**config.mk**
```make
export PLATFORM = sky130hd
export DESIGN_NAME = pes_fpmul_pipe
export DESIGN_NICKNAME = d
export VERILOG_FILES = /design/src/rtl/pes_fpmul_pipe.sv
export SDC_FILE = /design/constraint.sdc
export NUM_CORES = 1
export LEC_CHECK = 0
export ABC_AREA = 1
export BUFFER_PORTS_ARGS = -buffer_cell sky130_fd_sc_hd__buf_2
export CELL_PAD_IN_SITES_DETAIL_PLACEMENT = 0
export CELL_PAD_IN_SITES_GLOBAL_PLACEMENT = 1
export CORE_ASPECT_RATIO = 0.7
export CORE_MARGIN = 1.5
export CORE_UTILIZATION = 48
export DETAILED_ROUTE_END_ITERATION = 7
export PLACE_DENSITY_LB_ADDON = 0.25
export SYNTH_ARGS = -nofsm -noshare
export SYNTH_HDL_FRONTEND = slang
export SYNTH_SLANG_ARGS = --single-unit
```
**constraint.sdc**
```tcl
create_clock -name clk -period 8.5 [get_ports clk]
set_clock_uncertainty 0.2 [all_clocks]
set_input_delay 1.275 -clock clk [delete_from_list [all_inputs] [get_ports clk]]
set_output_delay 1.275 -clock clk [all_outputs]
set_load 0.005 [all_outputs]
```
**src/rtl/pes_fpmul_pipe.sv**
```systemverilog
// rtl/pes_fpmul_pipe.sv - 3-stage pipelined {sign,exp,man} multiplier; define FPMUL_ROUND_EN for round-to-nearest-even, else truncate
module pes_fpmul_pipe #(
  parameter int EXP_W = 6,
  parameter int MAN_W = 4
) (
  input  logic                   clk,
  input  logic                   rst,
  input  logic                   in_valid,
  output logic                   in_ready,
  input  logic [EXP_W+MAN_W:0]   a,
  input  logic [EXP_W+MAN_W:0]   b,
  output logic [EXP_W+MAN_W:0]   product,
  output logic                   done,
  input  logic                   out_ready,
  output logic                   ovf,
  output logic                   unf
);

  localparam int W    = 1 + EXP_W + MAN_W;
  localparam int BIAS = (1 << (EXP_W - 1)) - 1;
  localparam int MW   = MAN_W + 1;          // mantissa with hidden one
  localparam int PW   = 2 * MW;             // full product width
  localparam int EW   = EXP_W + 2;          // signed exponent working width
  localparam logic signed [EW-1:0] BIAS_E = EW'(BIAS);
  localparam logic signed [EW-1:0] E_OVF  = EW'(1 << EXP_W);

  // The whole pipe moves whenever the output slot is empty or being drained
  logic adv;
  assign adv      = !done | out_ready;
  assign in_ready = adv;

  logic [EXP_W-1:0] exp_a, exp_b;
  assign exp_a = a[W-2 -: EXP_W];
  assign exp_b = b[W-2 -: EXP_W];

  logic                 s1_v, s1_zero, s1_sign;
  logic signed [EW-1:0] s1_esum;
  logic [MW-1:0]        s1_ma, s1_mb;

  // S1: unpack, flush exp==0 operands to zero, sign and biased exponent sum
  always_ff @(posedge clk) begin
    if (rst) begin
      s1_v <= 1'b0;
    end else if (adv) begin
      s1_v    <= in_valid;
      s1_zero <= (exp_a == '0) | (exp_b == '0);
      s1_sign <= a[W-1] ^ b[W-1];
      s1_esum <= $signed({2'b00, exp_a}) + $signed({2'b00, exp_b}) - BIAS_E;
      s1_ma   <= {1'b1, a[MAN_W-1:0]};
      s1_mb   <= {1'b1, b[MAN_W-1:0]};
    end
  end

  logic                 s2_v, s2_zero, s2_sign;
  logic signed [EW-1:0] s2_esum;
  logic [PW-1:0]        s2_prod;

  // S2: full-width mantissa multiply
  always_ff @(posedge clk) begin
    if (rst) begin
      s2_v <= 1'b0;
    end else if (adv) begin
      s2_v    <= s1_v;
      s2_zero <= s1_zero;
      s2_sign <= s1_sign;
      s2_esum <= s1_esum;
      s2_prod <= PW'(s1_ma) * PW'(s1_mb);
    end
  end

  logic                 n_shift;
  logic [PW-1:0]        norm;
  logic [MAN_W-1:0]     man_t;
  logic                 rnd;
  logic [MAN_W:0]       man_r;
  logic signed [EW-1:0] e_fin;
  logic                 unused_norm;

  // The product of two [1,2) mantissas is in [1,4): align so the leading one sits at PW-1
  always_comb begin
    n_shift = s2_prod[PW-1];
    norm    = n_shift ? s2_prod : (s2_prod << 1);
    man_t   = norm[PW-2 -: MAN_W];
`ifdef FPMUL_ROUND_EN
    // Guard is the first dropped bit; any lower bit set makes it strictly above the halfway point
    rnd     = norm[MAN_W] & ((|norm[MAN_W-1:0]) | man_t[0]);
`else
    rnd     = 1'b0;
`endif
    man_r   = {1'b0, man_t} + {{MAN_W{1'b0}}, rnd};
    // A carry out of the rounded mantissa means 1.111..+ulp = 10.000, so bump the exponent
    e_fin   = s2_esum + $signed({{(EW-1){1'b0}}, n_shift})
                      + $signed({{(EW-1){1'b0}}, man_r[MAN_W]});
  end

`ifdef FPMUL_ROUND_EN
  assign unused_norm = norm[PW-1];
`else
  assign unused_norm = ^{norm[PW-1], norm[MAN_W:0]};
`endif

  // S3: range-check and pack into the registered result
  always_ff @(posedge clk) begin
    if (rst) begin
      done    <= 1'b0;
      product <= '0;
      ovf     <= 1'b0;
      unf     <= 1'b0;
    end else if (adv) begin
      done <= s2_v;
      if (s2_zero) begin
        product <= '0;
        ovf     <= 1'b0;
        unf     <= 1'b0;
      end else if (e_fin >= E_OVF) begin
        product <= {s2_sign, {EXP_W{1'b1}}, {MAN_W{1'b1}}};
        ovf     <= 1'b1;
        unf     <= 1'b0;
      end else if (e_fin[EW-1] || (e_fin == '0)) begin
        product <= '0;
        ovf     <= 1'b0;
        unf     <= 1'b1;
      end else begin
        product <= {s2_sign, e_fin[EXP_W-1:0], man_r[MAN_W-1:0]};
        ovf     <= 1'b0;
        unf     <= 1'b0;
      end
    end
  end

endmodule

```
=== After elaboration in Yosys (flattened, before gate mapping) ===
Cells that the tools add are included.

* Bits in registers: 54
* Output and inout port bits: 15
* Word-level logic and storage cells: 39

* Add/sub/neg operators: 3
* Multiply operators: 1
* $lt $le $gt $ge: 1
* Mux-type cells: 9
* Bitwise logic cells: 4
* Reductions and logical operators: 6

{| class="wikitable"
|+ Operators by type and width
! kind !! number
|-
| $mux W11 || 3
|-
| $logic_not A6 Y1 || 2
|-
| $mul A5 B5 Y10 || 1
|-
| $mux W9 || 1
|-
| $add A8 B2 Y8 || 1
|-
| $ge A8 B8 Y1 const B || 1
|-
| $logic_not A8 Y1 || 1
|-
| $sub A7 B5 Y8 const B || 1
|-
| $add A6 B6 Y7 || 1
|-
| $mux W1 || 5
|-
| $or A1 B1 Y1 || 2
|-
| $reduce_and A2 Y1 || 1
|-
| $logic_not A1 Y1 || 1
|-
| $logic_or A1 B1 Y1 || 1
|-
| $not A1 Y1 || 1
|-
| $xor A1 B1 Y1 || 1
|}

=== Longest topological paths before layout ===
Gate-level depths: netlist of the first run.

* Depth after elaboration: 6
* Gate-level depth with buffers: 16
* Gate-level depth less buffers: 16

=== Worst setup path before layout of the first run ===
Ideal clock, no wire load.

* Path type: input port to flip-flop
* Start: in rst
* End: reg s1_esum[0], enable pin
* Arrival: 3.105 ns
* Data required time: 7.875 ns
* Path slack: 4.770 ns
* Stages on the path: 3
* Cells stage by stage: clkbuf_1 > clkbuf_1 > nor2_1

* Cells in the longest elaborated chain, start to end: 2

{| class="wikitable"
|+ Ends and longest elaborated chain
! what !! RTL line !! source
|-
| start: declaration || 7 || <nowiki>input logic rst,</nowiki>
|-
| $not A1 Y1 (no source line) || n/a ||
|-
| $reduce_and A2 Y1 (no source line) || n/a ||
|-
| end signal: assignment || 48 || <nowiki>s1_esum <= $signed({2'b00, exp_a}) + $signed({2'b00, exp_b}) - BIAS_E;</nowiki>
|-
| end: declaration || 37 || <nowiki>logic signed [EW-1:0] s1_esum;</nowiki>
|}

No other way between the ends.
A chain may end at the register's enable or synchronous reset.

=== Worst setup path in the final report of the first run ===
* Start: in out_ready
* End: out in_ready

* Cells in the longest elaborated chain, start to end: 1

{| class="wikitable"
|+ Ends and longest elaborated chain
! what !! RTL line !! source
|-
| start: declaration || 14 || <nowiki>input logic out_ready,</nowiki>
|-
| $or A1 B1 Y1 || 29 || <nowiki>assign adv = !done | out_ready;</nowiki>
|-
| end: declaration || 9 || <nowiki>output logic in_ready,</nowiki>
|}

No other way between the ends.

==> results of run 1 <==
==> routing by layer <==
metal  global-route usage [%]  part of all wire, %  routed length (µm)  vias up
met4                     5.98                  1.1                  51        0
li1                         -                    -                   -     1088
met1                     22.4                   54                2580      899
met5                        0                    0                   0        -
met3                     4.33                  4.9                 232        4
met2                     24.2                   40                1900       43
==> worst paths after layout <==
path              startpoint    endpoint  cells after the start
setup reg to reg    s1_mb[3]  s2_prod[8]                     13
hold / removal       s1_sign     s2_sign                      0
hold reg to reg      s1_sign     s2_sign                      0
setup / recovery   out_ready    in_ready                      4
==> layout make-up <==
| class | instances | area [µm²] | share of cell area [%] |
|---|---|---|---|
| inverter | 53 | 200 | 6.05 |
| tap | 75 | 93.8 | 2.84 |
| sequential | 50 | 1340 | 40.6 |
| multi-input combinational | 196 | 1360 | 41.1 |
| timing repair buffer | 41 | 208 | 6.28 |
| clock buffer | 7 | 76.3 | 2.31 |
| clock inverter | 1 | 30.0 | 0.908 |
==> critical path, stage by stage <==
cell,delay (ps)
buf_2,100
nor2_2,580
inv_1,160
buf_2,170
==> flip-flops by register name, indices dropped and copies added, names as in the netlist <==
name	cells
product	11
s1_esum	8
s2_esum	8
s2_prod	6
s1_ma	4
s1_mb	4
done	1
ovf	1
s1_sign	1
s1_v	1
s1_zero	1
s2_sign	1
s2_v	1
s2_zero	1
unf	1
==> power by group through the flow <==
stage | Clock, mW | Combinational [mW] | Sequential [mW]
after floorplan | 0 | 0.121 | 0.313
after global placement | 0 | 0.154 | 0.317
after detailed placement | 0 | 0.156 | 0.318
after CTS | 0.165 | 0.158 | 0.313
after global routing | 0.172 | 0.186 | 0.316
final | 0.161 | 0.157 | 0.312
==> kinds of logic (layout without fill, tap and decap cells) <==
logic type,after synthesis,after routing,share of synthesized area (%)
muxes,4,4,1.36
and+or+nand+nor,116,116,17.9
AOI/OAI and AO/OA,29,29,5.79
xor gates and xnor gates,10,10,2.98
adders and majority gates,37,37,18.1
DFF,50,50,45.6
buffers and inverters,60,102,8.26
==> Yosys cell counts, drive strengths merged, types with 3 or more instances <==
library cell   n  area share, %
buf            4            1.1
clkbuf         3           0.38
edfxtp        34             35
mux2i          4            1.4
dfxtp         16             11
xor2           8            2.4
nand2         72            9.4
inv           52            6.6
nand4         12            2.6
ha            28             12
o21bai         3           0.77
nor2          15            2.3
fa             9            6.1
nand3         13            2.9
a21oi         19            3.2
a211oi         3           0.77
==> flow_summary.ini, run 1 <==
[worst_setup_path]
cp.required_ps = 7030
arrival_ps = 2290
crit_path_end_kind = primary output
cp_max_fo = 19
reg2reg_slack_ps = 5000
start_kind = primary input
crit_type = primary input to primary output

[place]
dpl_cell_area_mm2 = 0.00320
io_buffers = 40
place_inst = 415
place_congestion = 0.836
hpwl_um = 3660
pre_cts_ws_ps = 4740

[pwr]
power_mw = 0.630
leakage_nw = 1.61
switching_share_pct = 28.7
power_frac_comb_pct = 24.9
p_sw_mw = 0.181
p_int_mw = 0.449
p_seq_share_pct = 49.6
powerDensity_mw_per_mm2 = 190
ir_drop_mv = 0.0746
clockPowerShare_pct = 25.6

[global_routing]
grt_pass1_wl_um = 8000
antenna_found_initial = 0
grt_overflow_total = 0
grt_max_degree = 35
grt_pass1_vias = 1840
grtUsageTotal_pct = 16.1

[floorplan]
die_x_um = 96.5
start_util_pct = 50.6
die_y_um = 68.5
core_area_mm2 = 0.00581
dieArea_mm2 = 0.00661
ioPinCount = 41
rows = 23

[finish]
layout-drive-gt1-share_pct = 17.8
areaGrowthSynthToFinish_pct = 12.5
finish.net_count = 410
stdcell_area_mm2 = 0.00331
final_cells = 423
antenna_cells = 0
mostFrequentLayoutCells = 70 x nand2_1, 50 x inv_1, 40 x buf_2
layout_commonest_cell = nand2_1
post-route-util_pct = 56.9
fillerInstances = 538

[timing]
rsz0062_at_grt = no
holdWs_ps = 216
max_freq_ghz = 0.265
min_period_ps = 3770
report.final.hold_viol_count = 0
setup-tns-final_ps = 0
final-setup-viol-count = 0
period_share_pct = 44.3
tightest_slew_ps = 753
finalMaxSlewViolations = 0
timing.slew.headroom_pct = 49.6
setup_slack_ps = 4730

[clock_tree]
clkSinkCount = 50
clk_latency_ps = 300
cts_max_path_buffers = 2
cts_hold_buf = 0
cts_resized = 0
tritoncts = yes
cts_buffers = 5
clk_pin_slew_ps = 90
h-tree-depth = 2
cts_setup_buffers = 0
root_buffer = clkbuf_8

[logic_synthesis]
synth_seq_cells = 50
synth-async-reset-ratio_pct = 0
syn-cell-area_mm2 = 0.00294
synth.net_count = 369
syn_area_per_cell_um2 = 9.60
synth_cells = 306
ys_warn_count = 0
synth-edff-count = 34
seq_area_frac_synth_pct = 45.6
synth_cell_types = 29
yosys_most_used_dff = edfxtp_1

[detailed_routing]
post-route-drc-count = 0
via_per_inst = 4.81
ant_nets = 0
drt-wirelength-per-cell_um = 11.3
wl_um = 4760
first_pass_iters = 4
vias = 2034
drtIter0Drc = 60

[run]
drv_cap = 0

[hold_path]
min_path_type = register to register

[run_status]
status = finished clean
(Power assumes the default switching activity.)
==> run 2: changes to the inputs <==
--- a/config.mk
+++ b/config.mk
@@ -11,7 +11,7 @@
 export CELL_PAD_IN_SITES_GLOBAL_PLACEMENT = 1
 export CORE_ASPECT_RATIO = 0.7
 export CORE_MARGIN = 1.5
-export CORE_UTILIZATION = 48
+export CORE_UTILIZATION = 44
 export DETAILED_ROUTE_END_ITERATION = 7
 export PLACE_DENSITY_LB_ADDON = 0.25
 export SYNTH_ARGS = -nofsm -noshare
==> constraint.sdc (replaced) <==
create_clock -name clk -period 3.6 [get_ports clk]
set_clock_uncertainty 0.2 [all_clocks]
set_input_delay 0.54 -clock clk [delete_from_list [all_inputs] [get_ports clk]]
set_output_delay 0.54 -clock clk [all_outputs]
set_load 0.005 [all_outputs]
==> run 2 against run 1 <==
Net effect:
- critical path depth increased by 9
- highest routed layer unchanged
- cell count is 5.0% higher
- count of clock-buffer cells in the layout is 1 higher
- via count is the same
- register-to-register slack worse by 4800 ps
- worst hold slack better by 6.9 ps
- largest cell class unchanged
- routed wire length grew 0.55%
- sequential share of layout area is 0.71 points lower
- critical path type is now register to register
- setup slack worse by 4600 ps
- clock power up 120%
==> flow_summary.ini, run 2 (synthesis gave the netlist of run 1 again) <==
[global_routing]
grt_max_degree = 33
grt_pass1_wl_um = 8070
antenna_found_initial = 0
grtUsageTotal_pct = 14.4
grt_overflow_total = 0
grt_pass1_vias = 1850

[floorplan]
start_util_pct = 46.4
core_area_mm2 = 0.00634
die_x_um = 101
die_y_um = 71.4
ioPinCount = 41
dieArea_mm2 = 0.00719
rows = 24

[worst_setup_path]
crit-reg2reg-capture = s2_prod[7]
cp.required_ps = 3450
start_kind = register
reg2reg_slack_ps = 150
arrival_ps = 3300
cp_max_fo = 5
rr_worst_depth = 13
r2r_start = s1_mb[2]
crit_type = register to register
crit_path_end_kind = register

[finish]
layout-drive-gt1-share_pct = 19.8
largest_reg_flops = 11
max_flop_register = product
stdcell_area_mm2 = 0.00337
final_cells = 444
antenna_cells = 0
reg_top3 = product x11, s1_esum x8, s2_esum x8
post-route-util_pct = 53.1
finish.net_count = 415
areaGrowthSynthToFinish_pct = 14.5
mostFrequentLayoutCells = 70 x nand2_1, 50 x inv_1, 40 x buf_2
layout_commonest_cell = nand2_1
fillerInstances = 589

[detailed_routing]
first_pass_iters = 4
post-route-drc-count = 0
vias = 2034
drtIter0Drc = 62
wl_um = 4790
via_per_inst = 4.58
ant_nets = 0
drt-wirelength-per-cell_um = 10.8

[hold_path]
min_path_type = primary input to register
whs_path_depth = 1
hold_start = a[1]
whs_endpoint = s1_ma[1]

[timing]
setup-tns-final_ps = 0
period_share_pct = 95.8
report.final.hold_viol_count = 0
min_period_ps = 3450
final-setup-viol-count = 0
finalMaxSlewViolations = 0
setup_slack_ps = 151
holdWs_ps = 223
tightest_slew_ps = 796
timing.slew.headroom_pct = 46.7
max_freq_ghz = 0.290

[place]
hpwl_um = 3720
place_inst = 432
pre_cts_ws_ps = 172
io_buffers = 40
dpl_cell_area_mm2 = 0.00323
place_congestion = 0.822

[clock_tree]
clk_latency_ps = 290
clkSinkCount = 50
cts_hold_buf = 0
cts_buffers = 5
root_buffer = clkbuf_8
tritoncts = yes
clk_pin_slew_ps = 80
h-tree-depth = 2
cts_max_path_buffers = 2

[pwr]
power_mw = 1.46
leakage_nw = 1.65
ir_drop_mv = 0.225
powerDensity_mw_per_mm2 = 435

[run]
drv_cap = 0

[run_status]
status = finished clean
## run 2: per-layer routing
metal | share of wire, % | vias up | wire length, µm | track usage [%]
li1 | - | 1099 | - | -
met1 | 53 | 889 | 2540 | 19.9
met2 | 42 | 44 | 2010 | 23.0
met3 | 4.3 | 2 | 207 | 3.51
met4 | 0.61 | 0 | 29 | 3.76
met5 | 0 | - | 0 | 0
## run 2: worst max path at each step
stage | start | slack, ps | end | cells past startpoint
after global routing | s1_mb[2] | -60 | s2_prod[8] | 13
after floorplan | s1_mb[3] | 260 | s2_prod[7] | 13
after CTS | s1_mb[2] | 160 | s2_prod[9] | 13
after detailed placement | s1_mb[2] | 170 | s2_prod[9] | 13
final | s1_mb[2] | 150 | s2_prod[7] | 13
after global placement | s1_mb[2] | 180 | s2_prod[7] | 13
## run 2: power breakdown
part           switching [mW]  internal [mW]  total, mW
registers              0.0357          0.699      0.735
logic                   0.216          0.158      0.373
clock network           0.171          0.185      0.356
## run 2: critical path: stages, from the launching register on
cell	delay, ps
edfxtp_1	470
nand2_1	120
inv_1	50
fa_1	470
inv_1	50
fa_1	490
fa_1	510
inv_1	40
ha_1	330
a21o_1	240
nand3_1	100
nand2_1	50
nand2_1	50
nand2_1	40
## run 2: layout make-up
type,count,area (µm²),area share [%]
multi-input cells,196,1360,40.4
flip-flops and latches,50,1340,39.9
repair buffers,46,245,7.29
inverters,53,200,5.95
well taps,91,114,3.38
clock buffers,8,104,3.09
## run 2: timing repair
item,CTS,global route
setup endpoints to repair,0,4
setup buffers,0,4
endpoints found under the hold margin,0,0
gates resized for setup,0,1
==> run 3: changes to the inputs <==
--- a/config.mk
+++ b/config.mk
@@ -13,7 +13,7 @@
 export CORE_MARGIN = 1.5
 export CORE_UTILIZATION = 44
 export DETAILED_ROUTE_END_ITERATION = 7
-export PLACE_DENSITY_LB_ADDON = 0.25
+export PLACE_DENSITY = 0.89
 export SYNTH_ARGS = -nofsm -noshare
 export SYNTH_HDL_FRONTEND = slang
 export SYNTH_SLANG_ARGS = --single-unit
==> run 3 against run 2 <==
Net effect:
- combinational power rose by 6.2%
- flip-flop and latch count unchanged
- non-clock buffer count is 2 lower
- maximum frequency grew 1.3%
- routed wire length up 3.4%
- die area stayed put
- final area rose by 0.37%
- worst hold slack worse by 17 ps
- sequential share of layout area is 0.15 points lower
==> flow_summary.ini, run 3 (synthesis gave the netlist of run 1 again) <==
[hold_path]
hold_start = b[1]
whs_path_depth = 1
min_path_type = primary input to register
whs_endpoint = s1_mb[1]

[finish]
mostFrequentLayoutCells = 70 x nand2_1, 50 x inv_1, 40 x buf_2
areaGrowthSynthToFinish_pct = 14.9
antenna_cells = 0
reg_top3 = product x11, s1_esum x8, s2_esum x8
post-route-util_pct = 53.3
final_cells = 442
layout_commonest_cell = nand2_1
largest_reg_flops = 11
register_area_mm2 = 0.00134
max_flop_register = product
stdcell_area_mm2 = 0.00338
layout-drive-gt1-share_pct = 19.9
finish.net_count = 413
fillerInstances = 571
multi_input_area_mm2 = 0.00138

[worst_setup_path]
crit_buf_inv = 3
rr_worst_depth = 13
start_kind = register
max_stage_delay_ps = 490
crit_type = register to register
reg2reg_slack_ps = 190
cp_slowest_cell = fa_1
arrival_ps = 3260
crit-reg2reg-capture = s2_prod[7]
r2r_start = s1_ma[2]
crit_path_end_kind = register
cp.required_ps = 3460
cp_max_fo = 5
cp_cell_sequence = nand2_1, inv_1, fa_1, inv_1, fa_1, fa_1, inv_1, ha_2, a21o_1, nand3_1, nand2_1, nand2_1, nand2_1
cp_top_family = adder cells
cp_common_cell = nand2_1

[place]
hpwl_um = 3910
pre_cts_ws_ps = 103
place_congestion = 0.787
place_inst = 433
io_buffers = 40
dpl_cell_area_mm2 = 0.00324

[run]
drv_cap = 0

[clock_tree]
root_buffer = clkbuf_8
clk_latency_ps = 290
h-tree-depth = 2
clk_pin_slew_ps = 90
cts_buffers = 5
clkSinkCount = 50
cts_max_path_buffers = 2
tritoncts = yes

[floorplan]
die_y_um = 71.4
core_area_mm2 = 0.00634
ioPinCount = 41
dieArea_mm2 = 0.00719
start_util_pct = 46.4
die_x_um = 101
rows = 24

[timing]
final-setup-viol-count = 0
max_freq_ghz = 0.294
timing.slew.headroom_pct = 49.7
min_period_ps = 3410
holdWs_ps = 206
setup-tns-final_ps = 0
finalMaxSlewViolations = 0
period_share_pct = 94.6
report.final.hold_viol_count = 0
tightest_slew_ps = 752
setup_slack_ps = 194
rsz0062_at_grt = yes

[pwr]
leakage_nw = 1.63
powerDensity_mw_per_mm2 = 446
ir_drop_mv = 0.202
power_mw = 1.51

[detailed_routing]
via_per_inst = 4.74
wl_um = 4950
ant_nets = 0
vias = 2097
drt-wirelength-per-cell_um = 11.2
post-route-drc-count = 0
first_pass_iters = 4
drtIter0Drc = 75

[global_routing]
busiest_layer = met2
grt_max_degree = 28
grtUsageTotal_pct = 14.8
antenna_found_initial = 0
met1_usage_pct = 20.3
grt_pass1_wl_um = 8400
use_met2_pct = 23.4
grt_pass1_vias = 1926
grt_overflow_total = 0
grt_use_met3_pct = 4.49

[run_status]
status = finished clean
## run 3: routing by layer
metal | up-vias | routed length [µm]
met5 | - | 0
met4 | 0 | 22
li1 | 1094 | -
met2 | 50 | 2160
met1 | 951 | 2510
met3 | 2 | 258
## run 3: what timing repair did
item | CTS | global route
endpoints found under the setup margin | 0 | 4
setup buffers | 0 | 1
hold buffers | 0 | 0
gates resized for setup | 0 | 5
## run 3: worst max path at each step
stage,start,end,slack (ps),cells past startpoint
CTS,s1_mb[2],s2_prod[7],80,13
floorplan,s1_mb[3],s2_prod[7],260,13
detailed placement,s1_mb[2],s2_prod[7],100,13
global placement,s1_mb[2],s2_prod[7],200,13
global route,s1_ma[1],s2_prod[8],-20,13
finish,s1_ma[2],s2_prod[7],190,13
## run 3: area by class of cell
cell class | count | area share (%)
Sequential cell | 50 | 39.7
Clock buffer | 8 | 3.30
Tap cell | 91 | 3.37
Inverter | 53 | 5.93
Timing Repair Buffer | 44 | 6.81
Multi-Input combinational cell | 196 | 40.9
## run 3: report_power, final
group | switching, mW | internal [mW]
sequential | 0.0367 | 0.699
combinational | 0.226 | 0.170
clock | 0.175 | 0.199
total | 0.438 | 1.07
